--- config.mk ---
export PLATFORM = sky130hd
export DESIGN_NAME = uart_tx_arbiter
export DESIGN_NICKNAME = d
export VERILOG_FILES = /design/src/rtl/uart_tx_arbiter.sv
export SDC_FILE = /design/constraint.sdc
export NUM_CORES = 1
export LEC_CHECK = 0
export CAP_MARGIN = 10
export CORE_MARGIN = 1
export CORE_UTILIZATION = 43
export CTS_CLUSTER_DIAMETER = 80
export DETAILED_ROUTE_END_ITERATION = 16
export PLACE_DENSITY = 0.76
export SLEW_MARGIN = 10
export SYNTH_ARGS = -nofsm -noshare
export SYNTH_HDL_FRONTEND = slang
export SYNTH_SLANG_ARGS = --single-unit
--- constraint.sdc ---
create_clock -name clk -period 2.35 [get_ports clk]
set_input_delay 0.705 -clock clk [delete_from_list [all_inputs] [get_ports clk]]
set_output_delay 0.705 -clock clk [all_outputs]
set_load 0.02 [all_outputs]
--- src/rtl/uart_tx_arbiter.sv ---
// Round-robin arbiter sharing one UART transmitter between NUM_REQ byte streams.
// A grant is held for at most MAX_BURST bytes or until the message ends, then the
// pointer rotates past the releasing requester so it becomes lowest priority.
module uart_tx_arbiter #(
  parameter int unsigned NUM_REQ      = 4,
  parameter int unsigned MAX_BURST    = 4,
  parameter int unsigned BUSY_TIMEOUT = 15
) (
  input  logic                 clk,
  input  logic                 rst_n,
  input  logic [NUM_REQ-1:0]   req_valid,
  input  logic [8*NUM_REQ-1:0] req_data,
  input  logic [NUM_REQ-1:0]   req_last,
  output logic [NUM_REQ-1:0]   req_ready,
  output logic                 tx_start,
  output logic [7:0]           tx_data,
  input  logic                 tx_busy,
  output logic                 grant_valid,
  output logic [2:0]           grant_id,
  output logic                 timeout_err
);

  localparam int unsigned IW = $clog2(NUM_REQ);
  localparam int unsigned CW = IW + 1;

  typedef enum logic [1:0] {StIdle, StSend, StWaitAck, StWaitDone} state_e;

  state_e        state_q;
  logic [IW-1:0] gid_q;
  logic [IW-1:0] ptr_q;
  logic [7:0]    burst_cnt_q;
  logic [7:0]    timer_q;
  logic          last_flag_q;

  logic          win_found;
  logic [IW-1:0] win_id;
  logic [CW-1:0] cand;
  logic [IW-1:0] gid_next;
  logic [7:0]    sel_byte;

  assign grant_id = 3'(gid_q);
  assign sel_byte = req_data[{gid_q, 3'b000} +: 8];
  // Pointer value after release: the requester just served goes to the back of the line.
  assign gid_next = (gid_q == IW'(NUM_REQ - 1)) ? '0 : gid_q + IW'(1);

  // Scan requesters starting at ptr, wrapping modulo NUM_REQ; first valid one wins.
  always_comb begin
    win_found = 1'b0;
    win_id    = '0;
    cand      = '0;
    for (int unsigned k = 0; k < NUM_REQ; k++) begin
      cand = {1'b0, ptr_q} + CW'(k);
      if (cand >= CW'(NUM_REQ)) begin
        cand = cand - CW'(NUM_REQ);
      end
      if (!win_found && req_valid[cand[IW-1:0]]) begin
        win_found = 1'b1;
        win_id    = cand[IW-1:0];
      end
    end
  end

  // Accept strobe goes only to the granted requester, only while offering a byte.
  always_comb begin
    req_ready = '0;
    if (state_q == StSend) begin
      req_ready[gid_q] = req_valid[gid_q];
    end
  end

  // Arbitration FSM with registered transmitter and grant outputs.
  always_ff @(posedge clk) begin
    if (!rst_n) begin
      state_q     <= StIdle;
      tx_start    <= 1'b0;
      tx_data     <= 8'h00;
      grant_valid <= 1'b0;
      gid_q       <= '0;
      timeout_err <= 1'b0;
      ptr_q       <= '0;
      burst_cnt_q <= 8'd0;
      last_flag_q <= 1'b0;
      timer_q     <= 8'd0;
    end else begin
      tx_start    <= 1'b0;
      timeout_err <= 1'b0;
      case (state_q)
        StIdle: begin
          if (win_found) begin
            gid_q       <= win_id;
            grant_valid <= 1'b1;
            burst_cnt_q <= 8'd0;
            state_q     <= StSend;
          end
        end
        StSend: begin
          if (req_valid[gid_q]) begin
            tx_data     <= sel_byte;
            tx_start    <= 1'b1;
            last_flag_q <= req_last[gid_q];
            burst_cnt_q <= burst_cnt_q + 8'd1;
            timer_q     <= 8'd0;
            state_q     <= StWaitAck;
          end else begin
            // Requester went quiet mid-message: give up the grant.
            ptr_q       <= gid_next;
            grant_valid <= 1'b0;
            state_q     <= StIdle;
          end
        end
        StWaitAck: begin
          if (tx_busy) begin
            state_q <= StWaitDone;
          end else if (timer_q == 8'(BUSY_TIMEOUT - 1)) begin
            // Timer would reach BUSY_TIMEOUT this edge: the byte is dropped.
            timeout_err <= 1'b1;
            ptr_q       <= gid_next;
            grant_valid <= 1'b0;
            state_q     <= StIdle;
          end else begin
            timer_q <= timer_q + 8'd1;
          end
        end
        StWaitDone: begin
          if (!tx_busy) begin
            if (last_flag_q || (burst_cnt_q == 8'(MAX_BURST))) begin
              ptr_q       <= gid_next;
              grant_valid <= 1'b0;
              state_q     <= StIdle;
            end else begin
              state_q <= StSend;
            end
          end
        end
        default: state_q <= StIdle;
      endcase
    end
  end

endmodule

==> metrics.txt <==
# TYPE chip_impl_metric gauge
chip_impl_info{name="status",value="finished clean"} 1
chip_impl_metric{name="cts_buffers",unit=""} 5
chip_impl_metric{name="ys_seq_area_share",unit="%"} 33.4
chip_impl_metric{name="synth_fp_nets",unit=""} 286
chip_impl_metric{name="timing.final.crit_share",unit="%"} 97.7
chip_impl_metric{name="min_period",unit="ns"} 2.30
chip_impl_metric{name="power.leakage",unit="nW"} 1.10
chip_impl_metric{name="postLayoutCellArea",unit="um^2"} 2940
chip_impl_info{name="startpoint_type",value="input pin"} 1
chip_impl_metric{name="drt_first_pass_iters",unit=""} 7
chip_impl_metric{name="initial_utilization",unit="%"} 45.9
chip_impl_metric{name="detail_route.wl_per_cell",unit="um"} 15.1
chip_impl_metric{name="final_cells",unit=""} 368
chip_impl_metric{name="crit_path_max_incr_delay",unit="ns"} 0.25
chip_impl_metric{name="final_nets",unit=""} 367
chip_impl_metric{name="globalRouteOverflowTotal",unit=""} 0
chip_impl_metric{name="via_count_of_the_first_global_routing_pass",unit=""} 2054
chip_impl_metric{name="fp.coreArea",unit="um^2"} 4440
chip_impl_metric{name="report.final.setup_viol",unit=""} 0
chip_impl_metric{name="synthDistinctLibCells",unit=""} 44
chip_impl_metric{name="final_antenna_net_count",unit=""} 0
chip_impl_metric{name="first_iter_violations",unit=""} 108
chip_impl_info{name="top_layer",value="met4"} 1
chip_impl_metric{name="avg_cell_area_syn",unit="um^2"} 8.68
chip_impl_metric{name="post_synth_instance_area",unit="um^2"} 2040
chip_impl_metric{name="share_clk_of_total_power",unit="%"} 26.8
chip_impl_metric{name="hold_violations",unit=""} 0
chip_impl_metric{name="timing.max_cap.violations",unit=""} 0
chip_impl_metric{name="vias",unit=""} 2098
chip_impl_info{name="worst_hold_path_type",value="register to register"} 1
chip_impl_metric{name="ctsHtreeMaxLevel",unit=""} 2
chip_impl_metric{name="clk_latency",unit="ns"} 0.29
chip_impl_metric{name="drive_above_1_share",unit="%"} 18.0
chip_impl_metric{name="std_cell_rows",unit=""} 24
chip_impl_metric{name="power.share.switching",unit="%"} 29.5
chip_impl_metric{name="worst-endpoint-arrival",unit="ns"} 1.59
chip_impl_metric{name="postSynthCellCount",unit=""} 235
chip_impl_metric{name="width_of_the_chip",unit="um"} 70.9
chip_impl_info{name="ctsRootBufferMaster",value="sky130_fd_sc_hd__clkbuf_8"} 1
chip_impl_metric{name="power_per_cell_area",unit="nW/um^2"} 520
chip_impl_metric{name="grt_max_degree",unit=""} 20
chip_impl_metric{name="final.fill_count",unit=""} 373
chip_impl_metric{name="yosys_warnings",unit=""} 0
chip_impl_metric{name="power.share.sequential",unit="%"} 41.1
chip_impl_metric{name="total_switching_power",unit="uW"} 451
chip_impl_info{name="setup.worst_path.class",value="input pin to output pin"} 1
chip_impl_metric{name="wire_length_reported_by_the_detailed_router",unit="um"} 5550
chip_impl_metric{name="clock_tree.buffer_depth",unit=""} 2
chip_impl_metric{name="ir_worst_vdd",unit="mV"} 0.420
chip_impl_metric{name="cp_max_fo",unit=""} 5
chip_impl_info{name="cts_tree",value="yes"} 1
chip_impl_metric{name="portBuffers",unit=""} 59
chip_impl_metric{name="r2r_setup_slack",unit="ns"} 0.39
chip_impl_info{name="endpoint_kind",value="output pin"} 1
chip_impl_metric{name="fin_util",unit="%"} 66.2
chip_impl_metric{name="tightestPinTransition",unit="ns"} 0.658
chip_impl_metric{name="wl_met3",unit="um"} 164
chip_impl_metric{name="worstPathRequired",unit="ns"} 1.64
chip_impl_metric{name="final_worst_clock_skew",unit="ns"} 0.00773
chip_impl_metric{name="wl_met1",unit="um"} 2360
chip_impl_metric{name="postCtsSetupRepairBufs",unit=""} 0
chip_impl_info{name="worst_path_max_delay_cell",value="sky130_fd_sc_hd__dlygate4sd2_1"} 1
chip_impl_metric{name="final_hpwl_from_detailed_placement",unit="um"} 4240
chip_impl_info{name="commonest_non_fill_non_tap_cell_in_the_layout",value="sky130_fd_sc_hd__clkdlybuf4s50_1"} 1
chip_impl_info{name="ys.flop_type",value="sky130_fd_sc_hd__dfxtp_1"} 1
chip_impl_metric{name="numClockSinks",unit=""} 34
chip_impl_metric{name="clock.fmax",unit="GHz"} 0.436
chip_impl_info{name="rsz_0062_raised_after_global_routing",value="false"} 1
chip_impl_metric{name="dpl.cell_count",unit=""} 361
chip_impl_metric{name="grt_first_pass_wirelength",unit="um"} 9200
chip_impl_info{name="path_cells",value="dlygate4sd2_1 > mux2i_2 > o22ai_2 > and2_1 > buf_4"} 1
chip_impl_metric{name="placement.cell_area",unit="um^2"} 2860
chip_impl_metric{name="globalRouteTotalUtil",unit="%"} 23.9
chip_impl_metric{name="number_of_enable_type_register_cells_in_the_synthesized_netlist",unit=""} 0
chip_impl_metric{name="remaining_drc_errors",unit=""} 0
chip_impl_metric{name="layout_setup_ws",unit="ns"} 0.0539
chip_impl_metric{name="slew_headroom",unit="%"} 55.9
chip_impl_metric{name="chipHeight",unit="um"} 70.9
chip_impl_metric{name="power_frac_comb",unit="%"} 32.0
chip_impl_metric{name="report.power.total",unit="mW"} 1.53
chip_impl_metric{name="wl_met2",unit="um"} 2910
chip_impl_info{name="mostFrequentLayoutCells",value="sky130_fd_sc_hd__clkdlybuf4s50_1, sky130_fd_sc_hd__nand2_1, sky130_fd_sc_hd__dfxtp_1, sky130_fd_sc_hd__a21oi_1, sky130_fd_sc_hd__buf_4"} 1
chip_impl_metric{name="ys_seq_elements",unit=""} 34
chip_impl_metric{name="p_int",unit="mW"} 1.08
chip_impl_metric{name="design.portCount",unit=""} 61
chip_impl_metric{name="preCtsSetupSlack",unit="ns"} -0.665
chip_impl_metric{name="postSynth.asyncResetShare",unit="%"} 0
chip_impl_metric{name="diodes",unit=""} 0
chip_impl_metric{name="routabilityCongestion",unit=""} 0.793
chip_impl_metric{name="drv_slew",unit=""} 0
chip_impl_metric{name="routed_via_density",unit=""} 5.70
chip_impl_metric{name="antenna_found_initial",unit=""} 0
chip_impl_metric{name="cts.clk_slew.worst_paths",unit="ns"} 0.06
chip_impl_metric{name="die_area",unit="um^2"} 5030
chip_impl_metric{name="flow.area_growth_from_synthesis",unit="%"} 44.1
==> critical path: cells and delay by family <==
| family | cells | cell delay [ns] |
|---|---|---|
| AO/OA/AOI/OAI | 1 | 0.13 |
| buffers and inverters | 2 | 0.40 |
| multiplexers | 1 | 0.19 |
| AND/OR/NAND/NOR | 1 | 0.15 |
==> cells by family (layout without fill, tap and decap cells) <==
logic type / Yosys count / count (layout) / synth area share [%]
muxes: 18 / 18 / 14.5
AOI/OAI and AO/OA: 60 / 60 / 18.6
adders and majority gates: 8 / 8 / 4.91
other: 1 / 1 / 0.184
DFF: 34 / 34 / 33.4
and+or+nand+nor: 90 / 90 / 23.1
buffers and inverters: 24 / 105 / 5.33
==> Yosys cell counts, drive strengths merged (2+ instances only) <==
master	n	area (um^2)
or4	4	30.0
and3	3	18.8
nand3b	4	30.0
o22ai	2	12.5
ha	8	100
a21oi	31	155
nand3	10	50.1
clkbuf	8	30.0
mux2	3	33.8
a211oi	2	15.0
inv	10	37.5
nand4	4	25.0
nor3	2	10.0
nand2	34	128
and2	8	50.1
buf	6	41.3
o21a	2	15.0
nand2b	3	18.8
dfxtp	34	681
or3	5	31.3
o31ai	3	22.5
a2111o	4	45.0
mux4	9	203
o21ai	8	40.0
nor2	7	26.3
mux2i	6	60.1
==> final cells by class <==
type / count / area, um^2 / area share (%)
Clock buffer: 7 / 76.3 / 2.60
Inverter: 10 / 37.5 / 1.28
Multi-Input combinational cell: 177 / 1270 / 43.1
Sequential cell: 34 / 681 / 23.1
Tap cell: 52 / 65.1 / 2.21
Timing Repair Buffer: 88 / 813 / 27.7
==> registers in the layout (all words and copies together) (netlist names) <==
register,flops
gid_q,2
state_q,2
tx_data,8
burst_cnt_q,8
ptr_q,2
grant_valid,1
timer_q,8
timeout_err,1
tx_start,1
last_flag_q,1
==> power groups by stage <==
stage               clock, mW  sequential (mW)  combinational, mW
finish                  0.410            0.629              0.490
global route            0.448            0.633              0.526
CTS                     0.422            0.629              0.490
detailed placement          0            0.641              0.488
global placement            0            0.640              0.477
floorplan                   0            0.662              0.230
==> stage by stage <==
| step | hold WS [ns] | TNS [ns] |
|---|---|---|
| floorplan | 0.427 | 0 |
| global placement | 0.438 | -4.49 |
| detailed placement | 0.441 | -5.22 |
| CTS | 0.452 | 0 |
| global route | 0.475 | 0 |
| finish | 0.449 | 0 |
==> path summary, 6_finish.rpt <==
| check | startpoint | end | cells past startpoint |
|---|---|---|---|
| worst min-delay path | last_flag_q$_SDFFE_PN0P_ | last_flag_q$_SDFFE_PN0P_ | 2 |
| worst max-delay path | req_valid[0] | req_ready[3] | 5 |
| worst max register to register | state_q[1]$_SDFFE_PN0P_ | burst_cnt_q[6]$_SDFFE_PN0P_ | 6 |
| worst min register to register | last_flag_q$_SDFFE_PN0P_ | last_flag_q$_SDFFE_PN0P_ | 2 |
==> per-layer routing <==
metal  vias to the layer above  global-route usage [%]
met5                         -                       0
met4                         0                    12.4
met3                        12                    4.99
met2                        46                    41.6
met1                      1018                    27.6
li1                       1022                       -
==> timing repair <==
action / in CTS / in global routing
pin swaps: 3 / 3
hold buffers: 0 / 0
setup endpoints to repair: 4 / 3
gates resized for setup: 29 / 0
Note: power is estimated with default switching activity, not from simulation.
